$ cat src/rtl/diffusion_addkey_serial_if.sv
// Handshake bundle for the column-serial diffusion/key-add engine.
// Input side and output side are each a valid/ready pair; N sets the word width.
interface diffusion_addkey_serial_if #(parameter int N = 64);
  logic         in_valid;
  logic         in_ready;
  logic [N-1:0] in_data;
  logic [N-1:0] in_key;
  logic         in_inv;
  logic         out_valid;
  logic         out_ready;
  logic [N-1:0] out_data;

  modport master (
    output in_valid, in_data, in_key, in_inv, out_ready,
    input  in_ready, out_valid, out_data
  );

  modport slave (
    input  in_valid, in_data, in_key, in_inv, out_ready,
    output in_ready, out_valid, out_data
  );
endinterface

$ cat src/rtl/diffusion_addkey_serial.sv
// Column-serial diffusion + key addition with forward/inverse modes.
// P column lanes rewrite the working register in place, B = COLS/P cycles per word.
module diffusion_col #(
  parameter int M = 4
) (
  input  logic [3:0][M-1:0] x,
  input  logic [3:0][M-1:0] k,
  input  logic              inv,
  output logic [3:0][M-1:0] y
);
  logic [3:0][M-1:0] t;
  logic [M-1:0]      tsum;

  // Forward sums the plain cells; inverse sums the key-added cells.
  always_comb begin
    for (int r = 0; r < 4; r++) t[r] = inv ? (x[r] ^ k[r]) : x[r];
    tsum = t[0] ^ t[1] ^ t[2] ^ t[3];
    for (int r = 0; r < 4; r++) y[r] = inv ? (tsum ^ t[r]) : (tsum ^ x[r] ^ k[r]);
  end
endmodule

module diffusion_addkey_serial #(
  parameter int N = 64,
  parameter int M = 4,
  parameter int P = 1
) (
  input logic                      clk,
  input logic                      rst,
  diffusion_addkey_serial_if.slave bus
);
  localparam int COLS = N / (4 * M);
  localparam int B    = COLS / P;
  localparam int CW   = (B > 1) ? $clog2(B) : 1;

  localparam logic [1:0] IDLE = 2'd0;
  localparam logic [1:0] BUSY = 2'd1;
  localparam logic [1:0] DONE = 2'd2;

  localparam logic [CW-1:0] LAST = CW'(B - 1);

  generate
    if ((N % (4 * M)) != 0 || (COLS % P) != 0) begin : g_bad_params
      $error("diffusion_addkey_serial: N must be a multiple of 4*M and COLS a multiple of P");
    end
  endgenerate

  logic [1:0]    state_q, state_d;
  logic [CW-1:0] cnt_q, cnt_d;
  logic [N-1:0]  w_q, w_d;
  logic [N-1:0]  k_q, k_d;
  logic          inv_q, inv_d;
  logic          rdy, load;

  logic [P-1:0][3:0][M-1:0] lx, lk, ly;

  // Gather the P columns selected by the counter into the lanes.
  always_comb begin
    lx = '0;
    lk = '0;
    for (int p = 0; p < P; p++) begin
      for (int r = 0; r < 4; r++) begin
        lx[p][r] = w_q[M*(r*COLS + int'(cnt_q)*P + p) +: M];
        lk[p][r] = k_q[M*(r*COLS + int'(cnt_q)*P + p) +: M];
      end
    end
  end

  generate
    for (genvar g = 0; g < P; g++) begin : g_lane
      diffusion_col #(.M(M)) u_col (
        .x  (lx[g]),
        .k  (lk[g]),
        .inv(inv_q),
        .y  (ly[g])
      );
    end
  endgenerate

  assign rdy  = (state_q == IDLE) || ((state_q == DONE) && bus.out_ready);
  assign load = bus.in_valid && rdy;

  always_comb begin
    state_d = state_q;
    cnt_d   = cnt_q;
    w_d     = w_q;
    k_d     = k_q;
    inv_d   = inv_q;
    case (state_q)
      IDLE: ;
      BUSY: begin
        for (int p = 0; p < P; p++)
          for (int r = 0; r < 4; r++)
            w_d[M*(r*COLS + int'(cnt_q)*P + p) +: M] = ly[p][r];
        if (cnt_q == LAST) state_d = DONE;
        else               cnt_d   = cnt_q + CW'(1);
      end
      DONE: if (bus.out_ready) state_d = IDLE;
      default: state_d = IDLE;
    endcase
    // Acceptance overrides the DONE->IDLE exit for back-to-back words.
    if (load) begin
      w_d     = bus.in_data;
      k_d     = bus.in_key;
      inv_d   = bus.in_inv;
      cnt_d   = '0;
      state_d = BUSY;
    end
  end

  always_ff @(posedge clk) begin
    if (rst) begin
      state_q <= IDLE;
      cnt_q   <= '0;
      w_q     <= '0;
      k_q     <= '0;
      inv_q   <= 1'b0;
    end else begin
      state_q <= state_d;
      cnt_q   <= cnt_d;
      w_q     <= w_d;
      k_q     <= k_d;
      inv_q   <= inv_d;
    end
  end

  assign bus.in_ready  = rdy;
  assign bus.out_valid = (state_q == DONE);
  assign bus.out_data  = w_q;
endmodule

$ cat src/flat_wrapper.sv
// flat-port wrapper written by rule: the top's interface ports become plain ports
module diffusion_addkey_serial_flat 
#(
  parameter int N = 64,
  parameter int M = 4,
  parameter int P = 1
)
  (clk, rst, bus_in_valid, bus_in_data, bus_in_key, bus_in_inv, bus_out_ready, bus_in_ready, bus_out_valid, bus_out_data);
  diffusion_addkey_serial_if #(.N(N)) bus_i ();
  input logic clk;
  input logic rst;
  input wire logic [$bits(bus_i.in_valid)-1:0] bus_in_valid;
  input wire logic [$bits(bus_i.in_data)-1:0] bus_in_data;
  input wire logic [$bits(bus_i.in_key)-1:0] bus_in_key;
  input wire logic [$bits(bus_i.in_inv)-1:0] bus_in_inv;
  input wire logic [$bits(bus_i.out_ready)-1:0] bus_out_ready;
  output wire logic [$bits(bus_i.in_ready)-1:0] bus_in_ready;
  output wire logic [$bits(bus_i.out_valid)-1:0] bus_out_valid;
  output wire logic [$bits(bus_i.out_data)-1:0] bus_out_data;
  assign bus_i.in_valid = bus_in_valid;
  assign bus_i.in_data = bus_in_data;
  assign bus_i.in_key = bus_in_key;
  assign bus_i.in_inv = bus_in_inv;
  assign bus_i.out_ready = bus_out_ready;
  assign bus_in_ready = bus_i.in_ready;
  assign bus_out_valid = bus_i.out_valid;
  assign bus_out_data = bus_i.out_data;
  diffusion_addkey_serial #(.N(N), .M(M), .P(P)) u_core (.clk(clk), .rst(rst), .bus(bus_i));
endmodule
$ cat config.mk
export PLATFORM = sky130hd
export DESIGN_NAME = diffusion_addkey_serial_flat
export DESIGN_NICKNAME = d
export VERILOG_FILES = /design/src/rtl/diffusion_addkey_serial_if.sv /design/src/rtl/diffusion_addkey_serial.sv /design/src/flat_wrapper.sv
export SDC_FILE = /design/constraint.sdc
export NUM_CORES = 1
export LEC_CHECK = 0
export CAP_MARGIN = 20
export CORE_MARGIN = 1.5
export CORE_UTILIZATION = 46
export CTS_CLUSTER_DIAMETER = 40
export DETAILED_ROUTE_END_ITERATION = 10
export HOLD_SLACK_MARGIN = 0.12
export PLACE_DENSITY = 0.76
export SLEW_MARGIN = 20
export SYNTH_ARGS = -nofsm -noshare
export SYNTH_HDL_FRONTEND = slang
export SYNTH_HIERARCHICAL = 1
export SYNTH_SLANG_ARGS = --single-unit
$ cat constraint.sdc
create_clock -name clk -period 4.4 [get_ports clk]
set_input_delay 1.1 -clock clk [delete_from_list [all_inputs] [get_ports clk]]
set_output_delay 1.1 -clock clk [all_outputs]
set_load 0.1 [all_outputs]
# After elaboration in Yosys (flattened, before gate mapping)
# Index checks and enable logic that the tools add are counted.
[totals] mem_bits_rw=0 input_bits=133 mem_bits_ro=0 memories=0 out_inout_bits=66 latch_bits=0 register_bits=133
[op_classes] n_eq_ne=8 div_mod_pow=0 n_shift=16 n_lt_le_gt_ge=0 n_mux=18 n_reduce_logical=9 n_bitwise=21 addsub=8 multipliers=0
[ops] operator="$shiftx A64 B32 Y4" count=5
[ops] operator="$bwmux W64" count=4
[ops] operator="$shift A4 B33 Y64 const A" count=4
[ops] operator="$shiftx A4 B33 Y64" count=4
[ops] operator="$mux W64" count=2
[ops] operator="$shiftx A64 B5 Y4" count=2
[ops] operator="$neg A32 Y33" count=3
[ops] operator="$xor A4 B4 Y4" count=19
[ops] operator="$shiftx A64 B8 Y4" count=1
[ops] operator="$neg A4 Y33" count=1
[ops] operator="$mux W4" count=8
[ops] operator="$add A4 B2 Y5 const A" count=2
[ops] operator="$pmux W2 S3" count=1
[ops] operator="$reduce_and A3 Y1" count=2
[ops] operator="$add A3 B2 Y4 const A" count=1
[ops] operator="$eq A2 B2 Y1 const B" count=2
[ops] operator="$mux W2" count=2
[ops] operator="$ne A2 B1 Y1 const B" count=2
[ops] operator="$ne A3 B1 Y1 const B" count=1
[ops] operator="$ne A3 B2 Y1 const B" count=1
[ops] operator="$add A2 B1 Y2 const B" count=1
[ops] operator="$eq A2 B1 Y1 const B" count=1
[ops] operator="$logic_and A1 B1 Y1" count=2
[ops] operator="$logic_not A2 Y1" count=1
[ops] operator="other kinds (7)" count=8

# Longest topological paths before layout
[logic_depth] ltp_word=17 ltp_mapped=12 ltp_nobuf=9

# Cells and area by module
# The synthesis kept the hierarchy.
[by_module_without_submodules] mod="diffusion_addkey_serial" cells_per_inst=783 seq_area_each_um2=2662.6 area_each_um2=6744.0 instances=1
[by_module_without_submodules] mod="diffusion_col" cells_per_inst=86 seq_area_each_um2=0.0 area_each_um2=817.0 instances=1

# Least setup slack after synthesis
# OpenSTA, ideal clock, no wires.
[synth_path] path_kind="input to output" startpoint="input bus_out_ready" endpoint="output bus_in_ready" setup_slack_ns=0.324 t_required_ns=3.300 path_stages=4 arrival_time_ns=2.976 cell_sequence="nand2b_1 -> buf_2 -> buf_2 -> nor2b_1"
[synth_between] elab_chain_len=2
[synth_rtl] element="start, declared" line_no="flat_wrapper.sv:16" source="input wire logic [$bits(bus_i.out_ready)-1:0] bus_out_ready;"
[synth_rtl] element="$logic_and A1 B1 Y1" line_no="diffusion_addkey_serial.sv:79" source="assign rdy = (state_q == IDLE) || ((state_q == DONE) && bus.out_ready);"
[synth_rtl] element="$logic_or A1 B1 Y1" line_no="diffusion_addkey_serial.sv:79"
[synth_rtl] element="end, declared" line_no="flat_wrapper.sv:17" source="output wire logic [$bits(bus_i.in_ready)-1:0] bus_in_ready;"
# Every way passes these cells.

==> out/results.txt <==
starting density of the core - 47.4%
maximum fanout along the worst path - 26
total global routing track utilization - 29.0%
max_slew headroom - 33.8%
commonest cells after routing, fill and taps aside - sky130_fd_sc_hd__clkdlybuf4s50_1, sky130_fd_sc_hd__nand2_1, sky130_fd_sc_hd__dfxtp_1
leakage power of the design - 3.77 nW
Least-Margin Pin Slew - 0.989 ns
number of DRC violations after detailed-routing iteration 0 - 813
maximum number of buffers from clock root to sink - 2
arrival time worst endpoint - 4.18 ns
Yosys cell types - 47
area occupied by multi-input gates - 0.00451 mm^2
Worst Clk Skew - 0.00908 ns
clock transition time at the flip-flop clock pins of the worst setup and hold paths - 0.06 ns
number of inserted filler cells in the final layout - 1361
area of the core - 0.0159 mm^2
total count of max-transition violations in the final report - 0
most common library cell in the layout ignoring fill and taps - sky130_fd_sc_hd__clkdlybuf4s50_1
number of hold violations in the final report - 0
number of register bits inferred by synthesis - 133
gate count of the mapped netlist - 869
clock tree from TritonCTS - done
Register Area - 0.00266 mm^2
RSZ-0062 raised after global routing - false
slack of the worst reg-to-reg path - 0.56 ns
number of nets still failing antenna checks after routing - 0
Setup crit end kind - flip-flop
post-DR vias/cell - 5.91
total of endpoints with negative setup slack in the final report - 0
Setup TNS Final - 0 ns
total via count in the routed design - 7494
count of inserted antenna diode cells - 0
library cell occupying the most area in the post-synthesis netlist - sky130_fd_sc_hd__dfxtp_1
DRC errors left - 0
nets@finish - 1181
via count of the first global-routing pass - 7061
Syn Area/Cell - 8.70 um^2
drt total wl - 25.2 mm
total clock sinks - 133
final estimated routing congestion in global placement - 0.959
outcome - complete, no violations
Max H-tree Level - 4
number of buffers inserted to repair setup after CTS - 0
count of synthesis-stage warnings from yosys - 6
type of the tightest min-delay check - flip-flop to flip-flop
wire length per cell after detailed routing - 19.9 um
area share of the leading cell type in the synthesized netlist - 35.2%
number of resized instances in the post-cts repair step - 0
Die Outline Area - 0.0172 mm^2
worst slack on hold paths - 0.451 ns
peak clock frequency supported by timing - 261 MHz
Root Buffer Master - sky130_fd_sc_hd__clkbuf_16
total clock buffers created by CTS - 17
netlist area before placement - 0.00756 mm^2
power density relative to cell area - 461 mW/mm^2
number of max-cap violations - 0
critical path start-end classification - flip-flop to flip-flop
wire length of the first global-routing pass - 39.1 mm
cts hold-fix bufs - 0
largest net degree at the start of global routing - 50
type of element launching the critical path - flip-flop
clock latency at the later pin of the worst-skew pair - 0.43 ns
io pins - 199
part of the Yosys area used for sequential elements - 35.2%
Max rail drop VDD - 374 uV
number of antenna violations at the first check in global routing - 0
width of the die - 131 um
Required @ worst endpoint - 4.74 ns
top cells by area, synth - sky130_fd_sc_hd__dfxtp_1, sky130_fd_sc_hd__mux4_2, sky130_fd_sc_hd__nand2_1
vertical die dimension - 131 um
clock period minus worst slack - 3.84 ns
total gr overflow - 0
HPWL Detailed - 18.2 mm
number of buffers added on ports - 198
nets in the synthesized netlist - 1010
overall power consumption - 4.75 mW
fraction of layout cells with a size suffix above 1 - 11.4%
placement row count - 46
portion of the clock cycle consumed by the worst path in the final layout - 87.2%
synthesis-to-layout area growth - 36.3%
DR pass1 iterations - 6
==> cell families after synthesis <==
family / Yosys count / synth area share [%]
simple gates: 330 / 20.2
mux: 32 / 9.53
fa+ha+maj: 8 / 1.32
xor+xnor: 65 / 8.92
buf+inv: 85 / 5.26
flops: 133 / 35.2
compound gates: 216 / 19.6
==> report_power, final <==
part           leakage, nW  total [mW]  internal (mW)  switching [mW]
logic                 2.38        1.87          0.654            1.22
clock network        0.294        1.48          0.934           0.550
registers             1.10        1.39           1.30          0.0897
total                 3.77        4.75           2.89            1.86
==> metrics by stage <==
stage	cells	instance area, um^2	util, %	setup WS [ns]
after floorplan	869	7560	-	0.324
after global placement	1237	9690	60.8	0.643
after detailed placement	1237	9690	60.8	0.644
after CTS	1268	10300	64.7	0.596
after global routing	1268	10300	64.7	0.290
final	1268	10300	64.7	0.564
==> final timing paths <==
path                   startpoint                 endpoint  cells past startpoint
setup / recovery  u_core/cnt_q[0]  u_core/bus.out_data[24]                     10
hold / removal     u_core/k_q[43]           u_core/k_q[43]                      2
setup reg to reg  u_core/cnt_q[0]  u_core/bus.out_data[24]                     10
hold reg to reg    u_core/k_q[43]           u_core/k_q[43]                      2
==> sequential cells by signal, summed over array words and instances (netlist names) <==
register	count
u_core/bus.out_data	64
u_core/k_q	64
u_core/cnt_q	2
u_core/state_q	2
u_core/inv_q	1
==> metal layers <==
layer | vias to the layer above | GRT usage [%] | wire length, um
met5 | - | 0 | 0
met4 | 0 | 10.7 | 695
met3 | 52 | 6.91 | 2790
met2 | 485 | 44.3 | 11300
met1 | 3508 | 39.8 | 10500
li1 | 3449 | - | -
==> final cells by class <==
| type | instances | share of cell area (%) |
|---|---|---|
| Clock buffer | 20 | 4.53 |
| Clock inverter | 11 | 1.44 |
| Inverter | 11 | 0.401 |
| Multi-Input combinational cell | 651 | 43.7 |
| Sequential cell | 133 | 25.8 |
| Tap cell | 216 | 2.62 |
| Timing Repair Buffer | 226 | 21.5 |
==> synth_stat cells, drive strengths merged <==
| master | number |
|---|---|
| o2bb2ai | 1 |
| nand2 | 173 |
| dfxtp | 133 |
| nand2b | 5 |
| a22oi | 15 |
| a21boi | 2 |
| nand3b | 19 |
| a221oi | 48 |
| buf | 37 |
| xnor2 | 47 |
| or2 | 1 |
| and4bb | 1 |
| mux4 | 32 |
| nand4b | 4 |
| inv | 11 |
| a21oi | 81 |
| o21ai | 19 |
| and4 | 1 |
| o41ai | 4 |
| nor2b | 18 |
| clkbuf | 37 |
| o31ai | 12 |
| nand3 | 5 |
| nor3 | 32 |
| nor4bb | 1 |
| a2bb2oi | 2 |
| a211oi | 9 |
| a222oi | 3 |
| o21a | 1 |
| xor2 | 18 |
| a22o | 19 |
| ha | 8 |
| and4b | 3 |
| nor2 | 63 |
| and2 | 4 |
==> worst max-delay path, stage by stage (launching register included) <==
cell and delay (ns):
sky130_fd_sc_hd__dfxtp_2 0.94, sky130_fd_sc_hd__buf_4 0.33, sky130_fd_sc_hd__mux4_2 0.58, sky130_fd_sc_hd__nand2_4 0.10, sky130_fd_sc_hd__xor2_2 0.22, sky130_fd_sc_hd__xnor2_1 0.12
sky130_fd_sc_hd__xnor2_1 0.63, sky130_fd_sc_hd__inv_1 0.15, sky130_fd_sc_hd__o21ai_0 0.31, sky130_fd_sc_hd__nand3_1 0.14, sky130_fd_sc_hd__a211oi_1 0.22
No activity file was read; power rests on OpenSTA's default activity.
